<file path="src/rtl/jk_latch_sequencer.sv">
// Round-robin command arbiter and non-overlapping J/K/En sequencer for a bank of
// level-sensitive JK latches; returns the addressed latch's Q after every command.
module jk_latch_sequencer #(
  parameter int N_LATCH   = 4,
  parameter int IDX_W     = 2,
  parameter int SETUP_CYC = 1,
  parameter int PULSE_CYC = 1
) (
  input  logic               clk,
  input  logic               rst,
  input  logic               req0_valid,
  input  logic [1:0]         req0_op,
  input  logic [IDX_W-1:0]   req0_idx,
  output logic               req0_ready,
  input  logic               req1_valid,
  input  logic [1:0]         req1_op,
  input  logic [IDX_W-1:0]   req1_idx,
  output logic               req1_ready,
  output logic               resp_valid,
  output logic               resp_src,
  output logic               resp_q,
  output logic [N_LATCH-1:0] jk_j,
  output logic [N_LATCH-1:0] jk_k,
  output logic [N_LATCH-1:0] jk_en,
  input  logic [N_LATCH-1:0] jk_q
);

  localparam logic [1:0] OP_HOLD   = 2'b00;
  localparam logic [1:0] OP_RESET  = 2'b01;
  localparam logic [1:0] OP_SET    = 2'b10;
  localparam logic [1:0] OP_TOGGLE = 2'b11;

  localparam int CNT_MAX = (SETUP_CYC > PULSE_CYC) ? SETUP_CYC : PULSE_CYC;
  localparam int CNT_W   = (CNT_MAX > 1) ? $clog2(CNT_MAX) : 1;
  localparam logic [N_LATCH-1:0] ONE_HOT0 = N_LATCH'(1);

  typedef enum logic [2:0] {
    S_IDLE,
    S_SETUP,
    S_PULSE,
    S_CLOSE,
    S_SAMPLE
  } state_e;

  state_e             state_q, state_d;
  logic [CNT_W-1:0]   cnt_q, cnt_d;
  logic               last_q, last_d;
  logic [IDX_W-1:0]   idx_q, idx_d;
  logic               src_q, src_d;
  logic [N_LATCH-1:0] j_q, j_d;
  logic [N_LATCH-1:0] k_q, k_d;
  logic [N_LATCH-1:0] en_q, en_d;
  logic               respValid_q, respValid_d;
  logic               respSrc_q, respSrc_d;
  logic               respQ_q, respQ_d;

  logic               grantAny;
  logic               grantSrc;
  logic [1:0]         selOp;
  logic [IDX_W-1:0]   selIdx;
  logic [N_LATCH-1:0] selMask;
  logic               selQ;

  // On a tie the requester that was not granted last wins.
  always_comb begin
    grantAny   = rst && (state_q == S_IDLE) && (req0_valid || req1_valid);
    grantSrc   = (req0_valid && req1_valid) ? ~last_q : req1_valid;
    selOp      = grantSrc ? req1_op  : req0_op;
    selIdx     = grantSrc ? req1_idx : req0_idx;
    selMask    = ONE_HOT0 << selIdx;
    selQ       = jk_q[selIdx];
    req0_ready = grantAny && !grantSrc;
    req1_ready = grantAny &&  grantSrc;
  end

  always_comb begin
    state_d     = state_q;
    cnt_d       = cnt_q;
    last_d      = last_q;
    idx_d       = idx_q;
    src_d       = src_q;
    j_d         = j_q;
    k_d         = k_q;
    en_d        = en_q;
    respValid_d = 1'b0;
    respSrc_d   = respSrc_q;
    respQ_d     = respQ_q;

    case (state_q)
      S_IDLE: begin
        if (grantAny) begin
          last_d  = grantSrc;
          idx_d   = selIdx;
          src_d   = grantSrc;
          cnt_d   = '0;
          state_d = S_SETUP;
          // TOGGLE is resolved from the current Q so J and K are never both high.
          case (selOp)
            OP_HOLD: begin
              j_d     = '0;
              k_d     = '0;
              state_d = S_CLOSE;
            end
            OP_RESET: begin
              j_d = '0;
              k_d = selMask;
            end
            OP_SET: begin
              j_d = selMask;
              k_d = '0;
            end
            OP_TOGGLE: begin
              j_d = selQ ? '0 : selMask;
              k_d = selQ ? selMask : '0;
            end
          endcase
        end
      end
      S_SETUP: begin
        if (cnt_q == CNT_W'(SETUP_CYC - 1)) begin
          cnt_d   = '0;
          en_d    = ONE_HOT0 << idx_q;
          state_d = S_PULSE;
        end else begin
          cnt_d = cnt_q + 1'b1;
        end
      end
      S_PULSE: begin
        if (cnt_q == CNT_W'(PULSE_CYC - 1)) begin
          cnt_d   = '0;
          en_d    = '0;
          state_d = S_CLOSE;
        end else begin
          cnt_d = cnt_q + 1'b1;
        end
      end
      S_CLOSE: begin
        respQ_d = jk_q[idx_q];
        j_d     = '0;
        k_d     = '0;
        state_d = S_SAMPLE;
      end
      S_SAMPLE: begin
        respValid_d = 1'b1;
        respSrc_d   = src_q;
        state_d     = S_IDLE;
      end
      default: state_d = S_IDLE;
    endcase
  end

  always_ff @(posedge clk) begin
    if (!rst) begin
      state_q     <= S_IDLE;
      cnt_q       <= '0;
      last_q      <= 1'b1;
      idx_q       <= '0;
      src_q       <= 1'b0;
      j_q         <= '0;
      k_q         <= '0;
      en_q        <= '0;
      respValid_q <= 1'b0;
      respSrc_q   <= 1'b0;
      respQ_q     <= 1'b0;
    end else begin
      state_q     <= state_d;
      cnt_q       <= cnt_d;
      last_q      <= last_d;
      idx_q       <= idx_d;
      src_q       <= src_d;
      j_q         <= j_d;
      k_q         <= k_d;
      en_q        <= en_d;
      respValid_q <= respValid_d;
      respSrc_q   <= respSrc_d;
      respQ_q     <= respQ_d;
    end
  end

  assign jk_j       = j_q;
  assign jk_k       = k_q;
  assign jk_en      = en_q;
  assign resp_valid = respValid_q;
  assign resp_src   = respSrc_q;
  assign resp_q     = respQ_q;

endmodule

</file>
<file path="config.mk">
export PLATFORM = sky130hd
export DESIGN_NAME = jk_latch_sequencer
export DESIGN_NICKNAME = d
export VERILOG_FILES = /design/src/rtl/jk_latch_sequencer.sv
export SDC_FILE = /design/constraint.sdc
export NUM_CORES = 1
export LEC_CHECK = 0
export BUFFER_PORTS_ARGS = -buffer_cell sky130_fd_sc_hd__buf_2
export CORE_UTILIZATION = 44
export DETAILED_ROUTE_END_ITERATION = 8
export PLACE_DENSITY = 0.73
export SETUP_SLACK_MARGIN = 0.2
export SLEW_MARGIN = 10
export SYNTH_ARGS = -nofsm -noshare
export SYNTH_HDL_FRONTEND = slang
export SYNTH_SLANG_ARGS = --single-unit
</file>
<file path="constraint.sdc">
create_clock -name clk -period 1.3 [get_ports clk]
set_input_delay 0.065 -clock clk [delete_from_list [all_inputs] [get_ports clk]]
set_output_delay 0.065 -clock clk [all_outputs]
set_load 0.01 [all_outputs]
</file>
# Word level (Yosys, flattened, before mapping)
# Cells that the tools add are included.
[word_totals]
register_bits = 23
latch_bits = 0
mem_bits_rw = 0
rom_bits = 0
inputBits = 16
output_inout_bits = 17
word_cells = 74
n_memories = 0
[classes]
n_addsub = 1
mul = 0
n_div = 0
n_lt_le_gt_ge = 2
n_eq_ne = 10
shift = 2
mux = 27
bitwise = 1
n_reduce_logical = 20
[ops]
columns = ["cell", "count"]
rows = [
  ["2-to-1 mux 4 bit", 6],
  ["one-hot mux 4 bit (2 select lines)", 3],
  ["one-hot mux 4 bit (3 select lines)", 2],
  ["one-hot mux 3 bit (4 select lines)", 1],
  ["2-to-1 mux 3 bit", 3],
  ["<< shifter 1 x 2 -> 4 bit (first input constant)", 2],
  ["equality test 3 x 2 -> 1 bit (second input constant)", 2],
  ["less-than comparator 2 x 3 -> 1 bit (second input constant)", 2],
  ["2-to-1 mux 1 bit", 6],
  ["2-to-1 mux 2 bit", 3],
  ["inequality test 2 bit (second input constant)", 3],
  ["AND reduction 2 bit", 3],
  ["AND reduction 3 bit", 2],
  ["nonzero test 2 bit", 3],
  ["OR reduction 2 bit", 3],
  ["logical AND 1 bit", 5],
  ["binary-select mux 1 bit (select 2 bit)", 2],
  ["equality test 2 bit (second input constant)", 2],
  ["equality test 3 x 1 -> 1 bit (second input constant)", 1],
  ["equality test 3 bit (second input constant)", 1],
  ["zero test 3 bit", 1],
  ["equality test 2 x 1 -> 1 bit (second input constant)", 1],
  ["zero test 2 bit", 1],
  ["one-hot mux 1 bit (2 select lines)", 1],
  ["other kinds (4)", 4],
]

# Longest topological paths before layout
[depth]
ltp_word = 9
mapped_depth = 6
depth_no_buf = 4

# Worst setup path before layout
# OpenSTA, ideal clock, no wires.
[synth_path]
path_kind = "flip-flop to flip-flop"
startpoint = "reg last_q"
endpoint = "reg j_q[0], in the netlist jk_j[0]"
setup_time_ns = 0.070
arrival_time_ns = 1.246
t_required_ns = 1.230
slack_ns = -0.016
stages_incl_launch_ff = 5
path_buffers = 0
synth_period_minus_slack_ns = 1.316
cell_sequence = "dfxtp_1 a21boi_2 mux2i_1 a311o_1 o2bb2ai_1"
[synth_via]
elab_chain_len = 9
elab_cells_between_ends = 16
cone_classes = "eq/ne: 3; shift: 1; mux: 9; bitwise: 1; reduce/logical: 2"
[synth_lines]
columns = ["element", "line_no", "source"]
rows = [
  ["start: declaration", "47", "logic last_q, last_d;"],
  ["start signal: assignment", "168", "last_q <= last_d;"],
  ["NOT 1 bit *", "67", "grantSrc = (req0_valid && req1_valid) ? ~last_q : req1_valid;"],
  ["2-to-1 mux 1 bit *", "67", ""],
  ["2-to-1 mux 2 bit", "69", "selIdx = grantSrc ? req1_idx : req0_idx;"],
  ["binary-select mux 1 bit (select 2 bit)", "71", "selQ = jk_q[selIdx];"],
  ["2-to-1 mux 1 bit (implied by the code)", "71", ""],
  ["2-to-1 mux 4 bit", "113", "j_d = selQ ? '0 : selMask;"],
  ["one-hot mux 4 bit (3 select lines) *", "98", "case (selOp)"],
  ["2-to-1 mux 4 bit *", "91", "if (grantAny) begin"],
  ["one-hot mux 4 bit (2 select lines) *", "89", "case (state_q)"],
  ["end signal: assignment", "171", "j_q <= j_d;"],
  ["end: declaration", "50", "logic [N_LATCH-1:0] j_q, j_d;"],
]
# Every way passes the cells marked *; elsewhere a longest branch is shown, timed or not. The select of a mux whose other input is x is not followed.
# A chain may end at the register's enable or synchronous reset.

# Final worst setup path
[layout_path]
startpoint = "reg state_q[2]"
endpoint = "out req0_ready"
[layout_via]
elab_chain_len = 4
[layout_lines]
columns = ["element", "line_no", "source"]
rows = [
  ["start: declaration", "45", "state_e state_q, state_d;"],
  ["start signal: assignment", "166", "state_q <= state_d;"],
  ["zero test 3 bit", "66", "grantAny = rst && (state_q == S_IDLE) && (req0_valid || req1_valid);"],
  ["logical AND 1 bit (2 in a row)", "66", ""],
  ["logical AND 1 bit", "72", "req0_ready = grantAny && !grantSrc;"],
  ["end: declaration", "14", "output logic req0_ready,"],
]
# Every way passes these cells.

==> metrics.csv <==
metric,value,unit
vias_per_cell,5.500,
design_area,1539,um^2
critical_path.top_delay_family,simple AND/OR/NAND/NOR gates,
holdPathStages,3,
timing.max_cap.violations,0,
yosys_warnings,0,
crit_path_end_kind,output port,
syn_nets,123,
gp_congestion,0.9089,
max_freq,708.4,MHz
drt-initial-drc-count,29,
layout-drive-gt1-share,0.4873,
die_area,2603,um^2
syn_area_per_cell,9.881,um^2
io-pin-count,33,
crit_type,reg -> out,
synth_cells,107,
synth_edf_count,0,
grt_pass1_vias,999,
cts_root_buf,clkbuf_4,
synth_top_area_share,0.4166,
max_stage_delay,0.34,ns
critPathBufInv,2,
wirelength,2877,um
remaining_drc_errors,0,
layout_common_cells,"buf_2, dfxtp_1, buf_4",
via_count,1023,
start_kind,flop,
final_common_cell,buf_2,
worstPathArrival,1.35,ns
path_cells,nand2b_4 > nand3b_1 > buf_4 > nor2_1 > buf_2,
reg2reg_depth,6,
worstMarginPinSlew,0.3184,ns
reg2reg_slack,-0.06,ns
min_path_type,in -> reg,
r2r-end,jk_j[2],
io_buffers,32,
yosysSeqAreaShare,0.4166,
num_rows,17,
regArea,456.7,um^2
hold-path-endpoint,idx_q[0],
worstPathMaxFanout,3,
min_from,req1_idx[0],
nets,175,
instances_no_fill,186,
die_y,51.02,um
grt_pass1_wl,4478,um
p_per_area,1007,nW/um^2
placed_cells,174,
dp_hpwl,1937,um
synthTopCellsByArea,"dfxtp_1, o2bb2ai_1, mux4_2",
synthFlopType,dfxtp_1,
cts_made_buffers,3,
cts_num_sinks,22,
cts_tree,yes,
startpoint,state_q[2],
initial_utilization,0.4734,
nFillCells,193,
critPathSlowestCell,dfxtp_2,
netlist_area,1057,um^2
synth_cell_type_count,34,
violations,setup timing,
rsz0062_at_grt,true,
required,1.24,ns
hold_violations,0,
grt_usage,0.2350,
clk_latency,0.30,ns
place_area,1343,um^2
antenna_cells,0,
final_antenna_net_count,0,
period_minus_slack,1.412,ns
skew,0.006838,ns
synth_seq_cells,22,
max-vdd-ir-drop,0.5773,mV
final_util,0.6891,
multi_input_area,664.4,um^2
wl_per_cell,15.47,um
status,finished with violations,
period_share,1.086,
antenna_found_initial,0,
fp.dieW,51.02,um
clk_pin_slew,0.13,ns
relSlewSlack,0.7877,
cts_buffer_depth,2,
p_leak,0.6782,nW
synthArstFlopShare,0,
dr.pass1.iters,4,
grt_overflow_total,0,
htree_levels,1,
area_delta_synth_final,45.56,%
grt_max_degree,19,
drv_slew,0,
synth_top_area_cell,dfxtp_1,
r2r-start,state_q[2],
placeableCoreArea,2233,um^2
crit_cells,5,
fin_ws,-0.1117,ns
finalSetupViolCount,11,
[worst max path at each step]
stage / to / slack [ns]
final: req0_ready / -0.11
after global routing: req0_ready / -0.20
after global placement: jk_j[1] / -0.12
after detailed placement: jk_j[2] / -0.19
after CTS: req0_ready / -0.10
after floorplan: jk_j[0] / 0.004
[logic make-up after synthesis]
kind of cell           share of synthesized area
XOR/XNOR                                0.008286
flip-flops                                0.4166
multiplexers                              0.1112
AND/OR/NAND/NOR                           0.2284
AO/OA/AOI/OAI                             0.2047
buffers and inverters                    0.03077
[report_power, final]
part           internal [W]  total, W  switching (W)  leakage [nW]
combinational      0.000222  0.000428       0.000207         0.476
sequential         0.000712  0.000743      0.0000315         0.181
clock              0.000171  0.000379       0.000208        0.0210
total               0.00110   0.00155       0.000446         0.678
[final cells by class]
class / instances / share of cell area
flip-flops and latches: 22 / 0.2967
clock buffers: 4 / 0.02358
inverters: 3 / 0.007317
repair buffers: 52 / 0.2179
well taps: 28 / 0.02276
multi-input cells: 77 / 0.4317
[per-stage QoR]
step	setup TNS [ns]	hold WS [ns]	worst slack [ns]	total power, W
global placement	-0.5232	0.4184	-0.1200	0.001071
CTS	-0.2808	0.1000	-0.1002	0.001524
finish	-0.5133	0.1107	-0.1117	0.001550
detailed placement	-0.7678	0.4269	-0.1931	0.001084
global route	-1.581	0.1241	-0.1981	0.001627
floorplan	0	0.2380	0.004355	0.0009562
[per-layer routing]
layer	share of wire	wire [um]	GRT usage	vias up
met5	0	0	0	-
met4	0.013	38	0.09722	0
met3	0.027	79	0.02679	6
met2	0.55	1580	0.4408	29
met1	0.41	1179	0.2644	484
li1	-	-	-	504
[cell usage after synthesis, types with 3 or more instances]
master,n
nand4b_1,4
inv_1,3
nor2b_1,6
a21o_1,4
nor2_1,5
dfxtp_1,22
nand2_1,4
a22oi_1,4
nand3_1,9
mux2i_1,5
nand2b_1,3
mux4_2,3
o2bb2ai_1,8
[flip-flops by register name, summed over array words and instances (netlist names), 2 cells and up]
register	count
jk_j	4
jk_k	4
jk_en	4
idx_q	2
state_q	3
[worst min-delay path, stage by stage]
cell	delay (ns)
buf_2	0.13
mux2i_1	0.08
o21ai_1	0.11
[repair_timing]
item                                    CTS  global route
gates cloned                              0             0
endpoints found under the setup margin   20            21
hold buffers                              0             0
pin swaps                                16             3
setup buffers                             7             1
gates resized for setup                  15             9
(Power assumes the default switching activity.)
